$ cat src/rtl/pipe_ctrl_if.sv
// Hazard inputs from the datapath and stall/flush controls back to the
// pipeline registers, bundled between the core datapath and pipe_ctrl.
interface pipe_ctrl_if;
  logic [4:0] id_rs1;
  logic [4:0] id_rs2;
  logic       id_rs1_used;
  logic       id_rs2_used;
  logic [4:0] ex_rd;
  logic       ex_is_load;
  logic       ex_reg_write;
  logic       ex_redirect;
  logic       ex_md_start;
  logic       mem_req_valid;
  logic       mem_ready;
  logic       trap;

  logic       pc_stall;
  logic       stall_if_id;
  logic       stall_id_ex;
  logic       stall_ex_mem;
  logic       flush_if_id;
  logic       flush_id_ex;
  logic       flush_ex_mem;
  logic       flush_mem_wb;
  logic       md_busy;
  logic       mem_timeout;

  // Datapath side: reports hazards, obeys stall/flush.
  modport master (
    output id_rs1, id_rs2, id_rs1_used, id_rs2_used, ex_rd, ex_is_load,
           ex_reg_write, ex_redirect, ex_md_start, mem_req_valid, mem_ready, trap,
    input  pc_stall, stall_if_id, stall_id_ex, stall_ex_mem, flush_if_id,
           flush_id_ex, flush_ex_mem, flush_mem_wb, md_busy, mem_timeout
  );

  // Controller side.
  modport slave (
    input  id_rs1, id_rs2, id_rs1_used, id_rs2_used, ex_rd, ex_is_load,
           ex_reg_write, ex_redirect, ex_md_start, mem_req_valid, mem_ready, trap,
    output pc_stall, stall_if_id, stall_id_ex, stall_ex_mem, flush_if_id,
           flush_id_ex, flush_ex_mem, flush_mem_wb, md_busy, mem_timeout
  );
endinterface

$ cat src/rtl/pipe_ctrl.sv
// Stall/flush controller for the five-stage pipeline: fixed-priority hazard
// resolution plus the mul/div occupancy FSM and memory wait watchdog.
module pipe_ctrl #(
  parameter int unsigned MD_LATENCY  = 34,
  parameter int unsigned MEM_TIMEOUT = 255
) (
  input logic        clk,
  input logic        rst_n,
  pipe_ctrl_if.slave bus
);

  localparam int unsigned MD_W  = (MD_LATENCY > 2) ? $clog2(MD_LATENCY) : 1;
  localparam int unsigned MEM_W = $clog2(MEM_TIMEOUT + 1);

  typedef enum logic {RUN = 1'b0, MD_BUSY = 1'b1} state_e;

  state_e             state_q, state_d;
  logic [MD_W-1:0]    md_cnt_q, md_cnt_d;
  logic [MEM_W-1:0]   mem_cnt_q, mem_cnt_d;

  logic mem_wait, load_use, md_hold, in_md, cnt_hit;
  logic pc_stall, stall_if_id, stall_id_ex, stall_ex_mem;
  logic flush_if_id, flush_id_ex, flush_ex_mem, flush_mem_wb;
  logic md_busy, mem_timeout;

  always_comb begin
    mem_wait = bus.mem_req_valid & ~bus.mem_ready;
    in_md    = (state_q == MD_BUSY);
    md_hold  = (~in_md & bus.ex_md_start) | (in_md & (md_cnt_q != '0));
    cnt_hit  = mem_wait & (mem_cnt_q == MEM_W'(MEM_TIMEOUT - 1));
    load_use = bus.ex_is_load & bus.ex_reg_write & (bus.ex_rd != 5'd0) &
               ((bus.id_rs1_used & (bus.id_rs1 == bus.ex_rd)) |
                (bus.id_rs2_used & (bus.id_rs2 == bus.ex_rd)));
  end

  // Next-state: the divider keeps counting through memory waits, but release
  // waits until the wait ends so the instruction is not lost.
  always_comb begin
    state_d   = state_q;
    md_cnt_d  = md_cnt_q;
    mem_cnt_d = mem_cnt_q;
    if (bus.trap) begin
      state_d   = RUN;
      md_cnt_d  = '0;
      mem_cnt_d = '0;
    end else begin
      if (!mem_wait || cnt_hit) mem_cnt_d = '0;
      else                      mem_cnt_d = mem_cnt_q + MEM_W'(1);

      if (!in_md) begin
        if (bus.ex_md_start && !mem_wait) begin
          state_d  = MD_BUSY;
          md_cnt_d = MD_W'(MD_LATENCY - 2);
        end
      end else if (md_cnt_q != '0) begin
        md_cnt_d = md_cnt_q - MD_W'(1);
      end else if (!mem_wait) begin
        state_d = RUN;
      end
    end
  end

  // Fixed-priority outputs; reset forces the pipeline full of bubbles.
  always_comb begin
    pc_stall     = 1'b0;
    stall_if_id  = 1'b0;
    stall_id_ex  = 1'b0;
    stall_ex_mem = 1'b0;
    flush_if_id  = 1'b0;
    flush_id_ex  = 1'b0;
    flush_ex_mem = 1'b0;
    flush_mem_wb = 1'b0;
    md_busy      = rst_n & in_md;
    mem_timeout  = rst_n & ~bus.trap & cnt_hit;
    if (!rst_n || bus.trap) begin
      flush_if_id  = 1'b1;
      flush_id_ex  = 1'b1;
      flush_ex_mem = 1'b1;
      flush_mem_wb = 1'b1;
    end else if (mem_wait) begin
      pc_stall     = 1'b1;
      stall_if_id  = 1'b1;
      stall_id_ex  = 1'b1;
      stall_ex_mem = 1'b1;
      flush_mem_wb = 1'b1;
    end else if (md_hold) begin
      pc_stall     = 1'b1;
      stall_if_id  = 1'b1;
      stall_id_ex  = 1'b1;
      flush_ex_mem = 1'b1;
    end else if (bus.ex_redirect) begin
      flush_if_id  = 1'b1;
      flush_id_ex  = 1'b1;
    end else if (load_use) begin
      pc_stall     = 1'b1;
      stall_if_id  = 1'b1;
      flush_id_ex  = 1'b1;
    end
  end

  assign bus.pc_stall     = pc_stall;
  assign bus.stall_if_id  = stall_if_id;
  assign bus.stall_id_ex  = stall_id_ex;
  assign bus.stall_ex_mem = stall_ex_mem;
  assign bus.flush_if_id  = flush_if_id;
  assign bus.flush_id_ex  = flush_id_ex;
  assign bus.flush_ex_mem = flush_ex_mem;
  assign bus.flush_mem_wb = flush_mem_wb;
  assign bus.md_busy      = md_busy;
  assign bus.mem_timeout  = mem_timeout;

  always_ff @(posedge clk) begin
    if (!rst_n) begin
      state_q   <= RUN;
      md_cnt_q  <= '0;
      mem_cnt_q <= '0;
    end else begin
      state_q   <= state_d;
      md_cnt_q  <= md_cnt_d;
      mem_cnt_q <= mem_cnt_d;
    end
  end

endmodule

$ cat src/flat_wrapper.sv
// flat-port wrapper written by rule: the top's interface ports become plain ports
module pipe_ctrl_flat 
#(
  parameter int unsigned MD_LATENCY  = 34,
  parameter int unsigned MEM_TIMEOUT = 255
)
  (clk, rst_n, bus_id_rs1, bus_id_rs2, bus_id_rs1_used, bus_id_rs2_used, bus_ex_rd, bus_ex_is_load, bus_ex_reg_write, bus_ex_redirect, bus_ex_md_start, bus_mem_req_valid, bus_mem_ready, bus_trap, bus_pc_stall, bus_stall_if_id, bus_stall_id_ex, bus_stall_ex_mem, bus_flush_if_id, bus_flush_id_ex, bus_flush_ex_mem, bus_flush_mem_wb, bus_md_busy, bus_mem_timeout);
  pipe_ctrl_if bus_i ();
  input logic clk;
  input logic rst_n;
  input wire logic [$bits(bus_i.id_rs1)-1:0] bus_id_rs1;
  input wire logic [$bits(bus_i.id_rs2)-1:0] bus_id_rs2;
  input wire logic [$bits(bus_i.id_rs1_used)-1:0] bus_id_rs1_used;
  input wire logic [$bits(bus_i.id_rs2_used)-1:0] bus_id_rs2_used;
  input wire logic [$bits(bus_i.ex_rd)-1:0] bus_ex_rd;
  input wire logic [$bits(bus_i.ex_is_load)-1:0] bus_ex_is_load;
  input wire logic [$bits(bus_i.ex_reg_write)-1:0] bus_ex_reg_write;
  input wire logic [$bits(bus_i.ex_redirect)-1:0] bus_ex_redirect;
  input wire logic [$bits(bus_i.ex_md_start)-1:0] bus_ex_md_start;
  input wire logic [$bits(bus_i.mem_req_valid)-1:0] bus_mem_req_valid;
  input wire logic [$bits(bus_i.mem_ready)-1:0] bus_mem_ready;
  input wire logic [$bits(bus_i.trap)-1:0] bus_trap;
  output wire logic [$bits(bus_i.pc_stall)-1:0] bus_pc_stall;
  output wire logic [$bits(bus_i.stall_if_id)-1:0] bus_stall_if_id;
  output wire logic [$bits(bus_i.stall_id_ex)-1:0] bus_stall_id_ex;
  output wire logic [$bits(bus_i.stall_ex_mem)-1:0] bus_stall_ex_mem;
  output wire logic [$bits(bus_i.flush_if_id)-1:0] bus_flush_if_id;
  output wire logic [$bits(bus_i.flush_id_ex)-1:0] bus_flush_id_ex;
  output wire logic [$bits(bus_i.flush_ex_mem)-1:0] bus_flush_ex_mem;
  output wire logic [$bits(bus_i.flush_mem_wb)-1:0] bus_flush_mem_wb;
  output wire logic [$bits(bus_i.md_busy)-1:0] bus_md_busy;
  output wire logic [$bits(bus_i.mem_timeout)-1:0] bus_mem_timeout;
  assign bus_i.id_rs1 = bus_id_rs1;
  assign bus_i.id_rs2 = bus_id_rs2;
  assign bus_i.id_rs1_used = bus_id_rs1_used;
  assign bus_i.id_rs2_used = bus_id_rs2_used;
  assign bus_i.ex_rd = bus_ex_rd;
  assign bus_i.ex_is_load = bus_ex_is_load;
  assign bus_i.ex_reg_write = bus_ex_reg_write;
  assign bus_i.ex_redirect = bus_ex_redirect;
  assign bus_i.ex_md_start = bus_ex_md_start;
  assign bus_i.mem_req_valid = bus_mem_req_valid;
  assign bus_i.mem_ready = bus_mem_ready;
  assign bus_i.trap = bus_trap;
  assign bus_pc_stall = bus_i.pc_stall;
  assign bus_stall_if_id = bus_i.stall_if_id;
  assign bus_stall_id_ex = bus_i.stall_id_ex;
  assign bus_stall_ex_mem = bus_i.stall_ex_mem;
  assign bus_flush_if_id = bus_i.flush_if_id;
  assign bus_flush_id_ex = bus_i.flush_id_ex;
  assign bus_flush_ex_mem = bus_i.flush_ex_mem;
  assign bus_flush_mem_wb = bus_i.flush_mem_wb;
  assign bus_md_busy = bus_i.md_busy;
  assign bus_mem_timeout = bus_i.mem_timeout;
  pipe_ctrl #(.MD_LATENCY(MD_LATENCY), .MEM_TIMEOUT(MEM_TIMEOUT)) u_core (.clk(clk), .rst_n(rst_n), .bus(bus_i));
endmodule
$ cat config.mk
export PLATFORM = sky130hd
export DESIGN_NAME = pipe_ctrl_flat
export DESIGN_NICKNAME = d
export VERILOG_FILES = /design/src/rtl/pipe_ctrl_if.sv /design/src/rtl/pipe_ctrl.sv /design/src/flat_wrapper.sv
export SDC_FILE = /design/constraint.sdc
export NUM_CORES = 1
export LEC_CHECK = 0
export BUFFER_PORTS_ARGS = -buffer_cell sky130_fd_sc_hd__clkbuf_2
export CORE_ASPECT_RATIO = 1.25
export CORE_MARGIN = 2
export CORE_UTILIZATION = 36
export DETAILED_ROUTE_END_ITERATION = 8
export SETUP_SLACK_MARGIN = 0.02
export SLEW_MARGIN = 0
export SYNTH_ARGS = -nofsm -noshare
export SYNTH_HDL_FRONTEND = slang
export SYNTH_SLANG_ARGS = --single-unit
$ cat constraint.sdc
create_clock -name clk -period 2.5 [get_ports clk]
set_input_delay 0 -clock clk [delete_from_list [all_inputs] [get_ports clk]]
set_output_delay 0 -clock clk [all_outputs]
set_load 0.1 [all_outputs]
==> qor.csv, run 1 <==
metric,value,unit
crit_path_start,u_core.md_cnt_q[0],
seqPwrFrac,47.0,%
p_clk_share,25.1,%
power_density,432,mW/mm^2
multi_input_area,659,sq um
grt_overflow_total,0,
io_buffers,35,
hp-class,input port to register,
cts_tree,built,
r2r_cells,7,
slew_headroom,63.6,%
start_util,37.2,%
sw_frac_of_total,34.5,%
avgSynthCellArea,8.80,sq um
grt_pass1_vias,847,
finalSetupViolCount,0,
die_w,50.8,microns
diodes,0,
dieArea,0.00318,sq mm
min_delay_path_depth,3,
drtIter0Drc,3,
die_h,62.5,microns
grt_use_total,14.3,%
nNetsFinal,179,
placedCellCount,178,
cts_hold_buf,0,
leakage,0.541,nW
ctsResizeCount,0,
synth-seq-cells,15,
pwr-share-comb,27.9,%
ir_worst_vdd,0.000308,V
crit_family,compound AO/OA/AOI/OAI gates,
power.internal,0.349,mW
hold_viol_final,0,
synth.distinct_cells,38,
routed_via_density,5.01,
syn_area,986,sq um
worstMarginPinSlew,0.549,ns
switchingPower,0.184,mW
r2r-end,u_core.in_md,
drc,0,
cts_htree_levels,1,
syn_inst,112,
globalplace.congestion,0.731,
antenna_left,0,
cp.arrival,2.18,ns
muxShareOfSynthArea,0,%
core,0.00265,sq mm
wl_per_cell,11.6,microns
worst-path-max-fanout,4,
clockBufferDepth,2,
cts_sinks,15,
crit_chain,"inv_1, ha_1, nand2b_1, o41ai_4, a31oi_4, o31ai_2, clkbuf_2",
r2r_start,u_core.md_cnt_q[0],
core.rowCount,21,
final_common_cell,clkbuf_2,
wirelength,2110,microns
root_buffer,clkbuf_4,
synth-xor-area-share,15.1,%
ys_seq_area_share,30.5,%
slew_viol_final,0,
seqCellArea,300,sq um
period_share,87.4,%
routed-via-count,911,
dp_slack,0.610,ns
post-route-min-period,2.18,ns
cp_slowest_stage_delay,0.49,ns
synth-warning-count,0,
crit_required,2.50,ns
drt_first_pass_iters,2,
fin_skew,0.00242,ns
cts.reportedPaths.clkPinSlew,0.09,ns
fillerInstances,285,
grt_max_degree,13,
fmax,458,MHz
rsz0062_at_grt,no,
endpoint,bus_flush_id_ex,
grt_pass1_wl,3520,microns
drive_gt1_share,31.8,%
layout_common_cells,"clkbuf_2, dfxtp_1, nor2_1, xor2_1, nand2_1",
areaGrowthSynthToFinish,24.9,%
slowest_stage,clkbuf_2,
status,finished clean,
critPathKind,register to output port,
setup_ws,0.315,ns
io_pins,36,
syn-num-nets,142,
dpl.hpwl,1740,microns
cap_violations,0,
yosys.area_share.simple,25.1,%
cp.depth,7,
instances_no_fill,182,
clock_latency,0.27,ns
path_buf_inv,2,
reg2reg_slack,0.90,ns
cts_made_buffers,3,
antenna_found_initial,0,
synth_compound_gate_area_share,19.3,%
crit_path_end_kind,output port,
synthAdderAreaFrac,5.08,%
startpoint_type,register,
postCtsSetupRepairBufs,0,
synth_top_family_by_area,simple AND/OR/NAND/NOR gates,
[state kept, by name, indices dropped and copies added (netlist names)]
signal / flops
u_core.md_cnt_q: 6
u_core.in_md: 1
u_core.mem_cnt_q: 8
[worst min path at each step]
stage / from / endpoint
floorplan: rst_n / u_core.md_cnt_q[1]
global placement: u_core.mem_cnt_q[0] / u_core.mem_cnt_q[0]
detailed placement: u_core.mem_cnt_q[0] / u_core.mem_cnt_q[0]
CTS: rst_n / u_core.md_cnt_q[1]
global route: bus_ex_md_start / u_core.md_cnt_q[5]
finish: rst_n / u_core.md_cnt_q[1]
[layout make-up]
type                       count  area share, %
multi-input combinational     88           53.6
sequential                    15           24.4
timing repair buffer          36           14.8
tap                           34           3.46
clock buffer                   3           1.83
inverter                       5           1.52
clock inverter                 1          0.407
[stage by stage]
step           TNS (ns)  total power [mW]  util (%)  area (sq um)  hold slack [ns]
2_1_floorplan    -0.588             0.366         -          1010            0.348
3_3_place_gp          0             0.402      45.4          1200            0.448
3_5_place_dp          0             0.404      45.4          1200            0.461
4_1_cts               0             0.543      46.4          1230            0.206
5_1_grt               0             0.562      46.4          1230            0.234
6_report              0             0.532      46.4          1230            0.220
[cells in the mapped netlist]
master / instances / area share [%]
nand3_1: 3 / 1.5
a32oi_1: 1 / 0.89
ha_1: 4 / 5.1
o211ai_1: 1 / 0.76
or4_1: 1 / 0.76
o21bai_1: 1 / 0.76
a2111o_1: 3 / 3.4
or3_1: 2 / 1.3
nand4_1: 2 / 1.3
o21a_1: 1 / 0.76
and2b_1: 1 / 0.76
and2_0: 1 / 0.63
o31ai_1: 1 / 0.76
clkbuf_1: 1 / 0.38
xnor2_1: 5 / 4.4
dfxtp_1: 15 / 30
a21oi_1: 3 / 1.5
a31oi_2: 1 / 1.3
nor3_1: 3 / 1.5
nand2b_1: 4 / 2.5
o21ai_0: 1 / 0.51
a31oi_1: 1 / 0.63
buf_4: 2 / 1.5
and2_1: 1 / 0.63
inv_1: 5 / 1.9
o2111ai_1: 4 / 3.6
nor2_1: 13 / 4.9
a21o_1: 1 / 0.76
nand2_1: 8 / 3.0
xor2_1: 12 / 11
buf_6: 1 / 1.1
nand2b_4: 2 / 2.8
nor4_1: 2 / 1.3
and3_1: 1 / 0.63
o41ai_4: 1 / 2.8
and4_1: 1 / 0.89
a41oi_1: 1 / 0.89
nor2b_1: 1 / 0.63
[cells by family after synthesis]
logic type / after synthesis
compound gates: 21
xor+xnor: 17
fa+ha+maj: 4
buf+inv: 9
flops: 15
simple gates: 46
[routing by layer]
metal,vias up,global-route usage [%],part of all wire (%)
met5,-,0,0
li1,471,-,-
met4,0,6.08,1.1
met3,2,3.11,4.8
met1,416,17.5,48
met2,22,23.5,46
[worst register-to-register path, delay by kind of cell (launching register included)]
| family | cells | cell delay [ns] |
|---|---|---|
| AO/OA/AOI/OAI | 3 | 0.58 |
| buffers and inverters | 2 | 0.35 |
| adder cells (fa/ha/maj) | 1 | 0.15 |
| AND/OR/NAND/NOR | 1 | 0.10 |
| flip-flops | 1 | 0.34 |
[power by group through the flow]
stage	clock (mW)	combinational [mW]	sequential (mW)
2_1_floorplan	0	0.112	0.254
3_3_place_gp	0	0.146	0.256
3_5_place_dp	0	0.148	0.256
4_1_cts	0.144	0.149	0.250
5_1_grt	0.153	0.157	0.252
6_report	0.134	0.148	0.250
Note: power is estimated with default switching activity, not from simulation.
==> run 2: changes to the inputs <==
REMOVE_ABC_BUFFERS = 1   (was default)
==> qor.csv, run 2 (synthesis gave the netlist of run 1 again) <==
metric,value,unit
status,finished clean,
crit_chain,"inv_1, ha_1, nand2b_1, o41ai_4, buf_4, a31oi_1, clkbuf_2",
drt_first_pass_iters,4,
ir_worst_vdd,0.000281,V
fillerInstances,280,
io_buffers,35,
hp-class,input port to register,
core,0.00265,sq mm
routed-via-count,898,
root_buffer,clkbuf_4,
startpoint_type,register,
critPathKind,register to output port,
pwr-share-comb,27.5,%
die_w,50.8,microns
worstMarginPinSlew,0.545,ns
areaGrowthSynthToFinish,22.7,%
period_share,82.8,%
cp.arrival,2.07,ns
cap_violations,0,
finalSetupViolCount,0,
drtIter0Drc,8,
antenna_left,0,
instances_no_fill,182,
crit_required,2.50,ns
p_total,0.531,mW
grt_overflow_total,0,
fin_skew,0.000775,ns
cts_sinks,15,
drive_gt1_share,29.1,%
finalCoreUtilization,45.6,%
largest_reg_flops,8,
crit_path_end_kind,output port,
slew_headroom,63.8,%
power.internal,0.351,mW
dp_slack,0.753,ns
hold_viol_final,0,
path_buf_inv,3,
clockBufferDepth,2,
cts_htree_levels,1,
wirelength,2120,microns
layout_common_cells,"clkbuf_2, dfxtp_1, nor2_1, xor2_1, nand2_1",
final_common_cell,clkbuf_2,
nNetsFinal,179,
grt_pass1_vias,905,
io_pins,36,
clock_latency,0.27,ns
cts_tree,built,
power_density,439,mW/mm^2
grt_max_degree,13,
placedCellCount,178,
cp_slowest_stage_delay,0.49,ns
postCtsSetupRepairBufs,0,
die_h,62.5,microns
wl_per_cell,11.6,microns
routed_via_density,4.93,
seqPwrFrac,47.2,%
crit_family,buffers and inverters,
rsz0062_at_grt,no,
grt_pass1_wl,3770,microns
post-route-min-period,2.07,ns
p_clk_share,25.3,%
sw_frac_of_total,34.0,%
grt_use_total,14.9,%
setup_ws,0.429,ns
hold_slack,0.171,ns
switchingPower,0.180,mW
dpl.hpwl,1770,microns
regMostFlops,u_core.mem_cnt_q,
cts.reportedPaths.clkPinSlew,0.09,ns
core.rowCount,21,
drc,0,
diodes,0,
dieArea,0.00318,sq mm
start_util,37.2,%
slowest_stage,clkbuf_2,
leakage,0.533,nW
fmax,483,MHz
slew_viol_final,0,
antenna_found_initial,0,
worst-path-max-fanout,12,
reg2reg_slack,0.94,ns
cts_hold_buf,0,
globalplace.congestion,0.808,
cts_made_buffers,3,
ctsResizeCount,0,
==> run 2: per-layer routing <==
metal  share of wire [%]  track usage, %
met5                   0               0
met2                  44            24.2
met1                  48            19.9
met3                 7.1            1.44
met4                0.90            6.08
==> run 2: final cells by class <==
type / count / area [sq um] / share of cell area (%)
clock buffer: 4 / 26.3 / 2.17
inverter: 5 / 18.8 / 1.55
multi-input combinational: 88 / 637 / 52.6
sequential: 15 / 300 / 24.8
tap: 34 / 42.5 / 3.52
timing repair buffer: 36 / 185 / 15.3
==> run 2: worst paths after layout <==
| kind | start | endpoint | depth (start not counted) |
|---|---|---|---|
| max | u_core.md_cnt_q[0] | bus_flush_ex_mem | 7 |
| min | rst_n | u_core.md_cnt_q[5] | 3 |
| max reg2reg | u_core.md_cnt_q[0] | u_core.md_cnt_q[4] | 7 |
| min reg2reg | u_core.mem_cnt_q[0] | u_core.mem_cnt_q[0] | 1 |
==> run 2: power by group through the flow <==
stage	sequential [mW]	clock (mW)	combinational, mW
after floorplan	0.254	0	0.104
after global routing	0.251	0.152	0.157
after global placement	0.256	0	0.144
final	0.251	0.134	0.146
after detailed placement	0.256	0	0.146
after CTS	0.251	0.140	0.147
==> run 2: worst reg2reg max path: cells and delay by family (launching register included) <==
kind / cells / cell delay [ns]
flip-flops: 1 / 0.38
adder cells (fa/ha/maj): 1 / 0.20
AO/OA/AOI/OAI: 2 / 0.45
buffers and inverters: 2 / 0.29
AND/OR/NAND/NOR: 2 / 0.19
==> run 2: through the flow <==
stage	setup TNS (ns)	instance area, sq um
2_1_floorplan	-4.11	956
6_report	0	1210
5_1_grt	0	1210
3_5_place_dp	0	1180
3_3_place_gp	0	1180
4_1_cts	0	1210
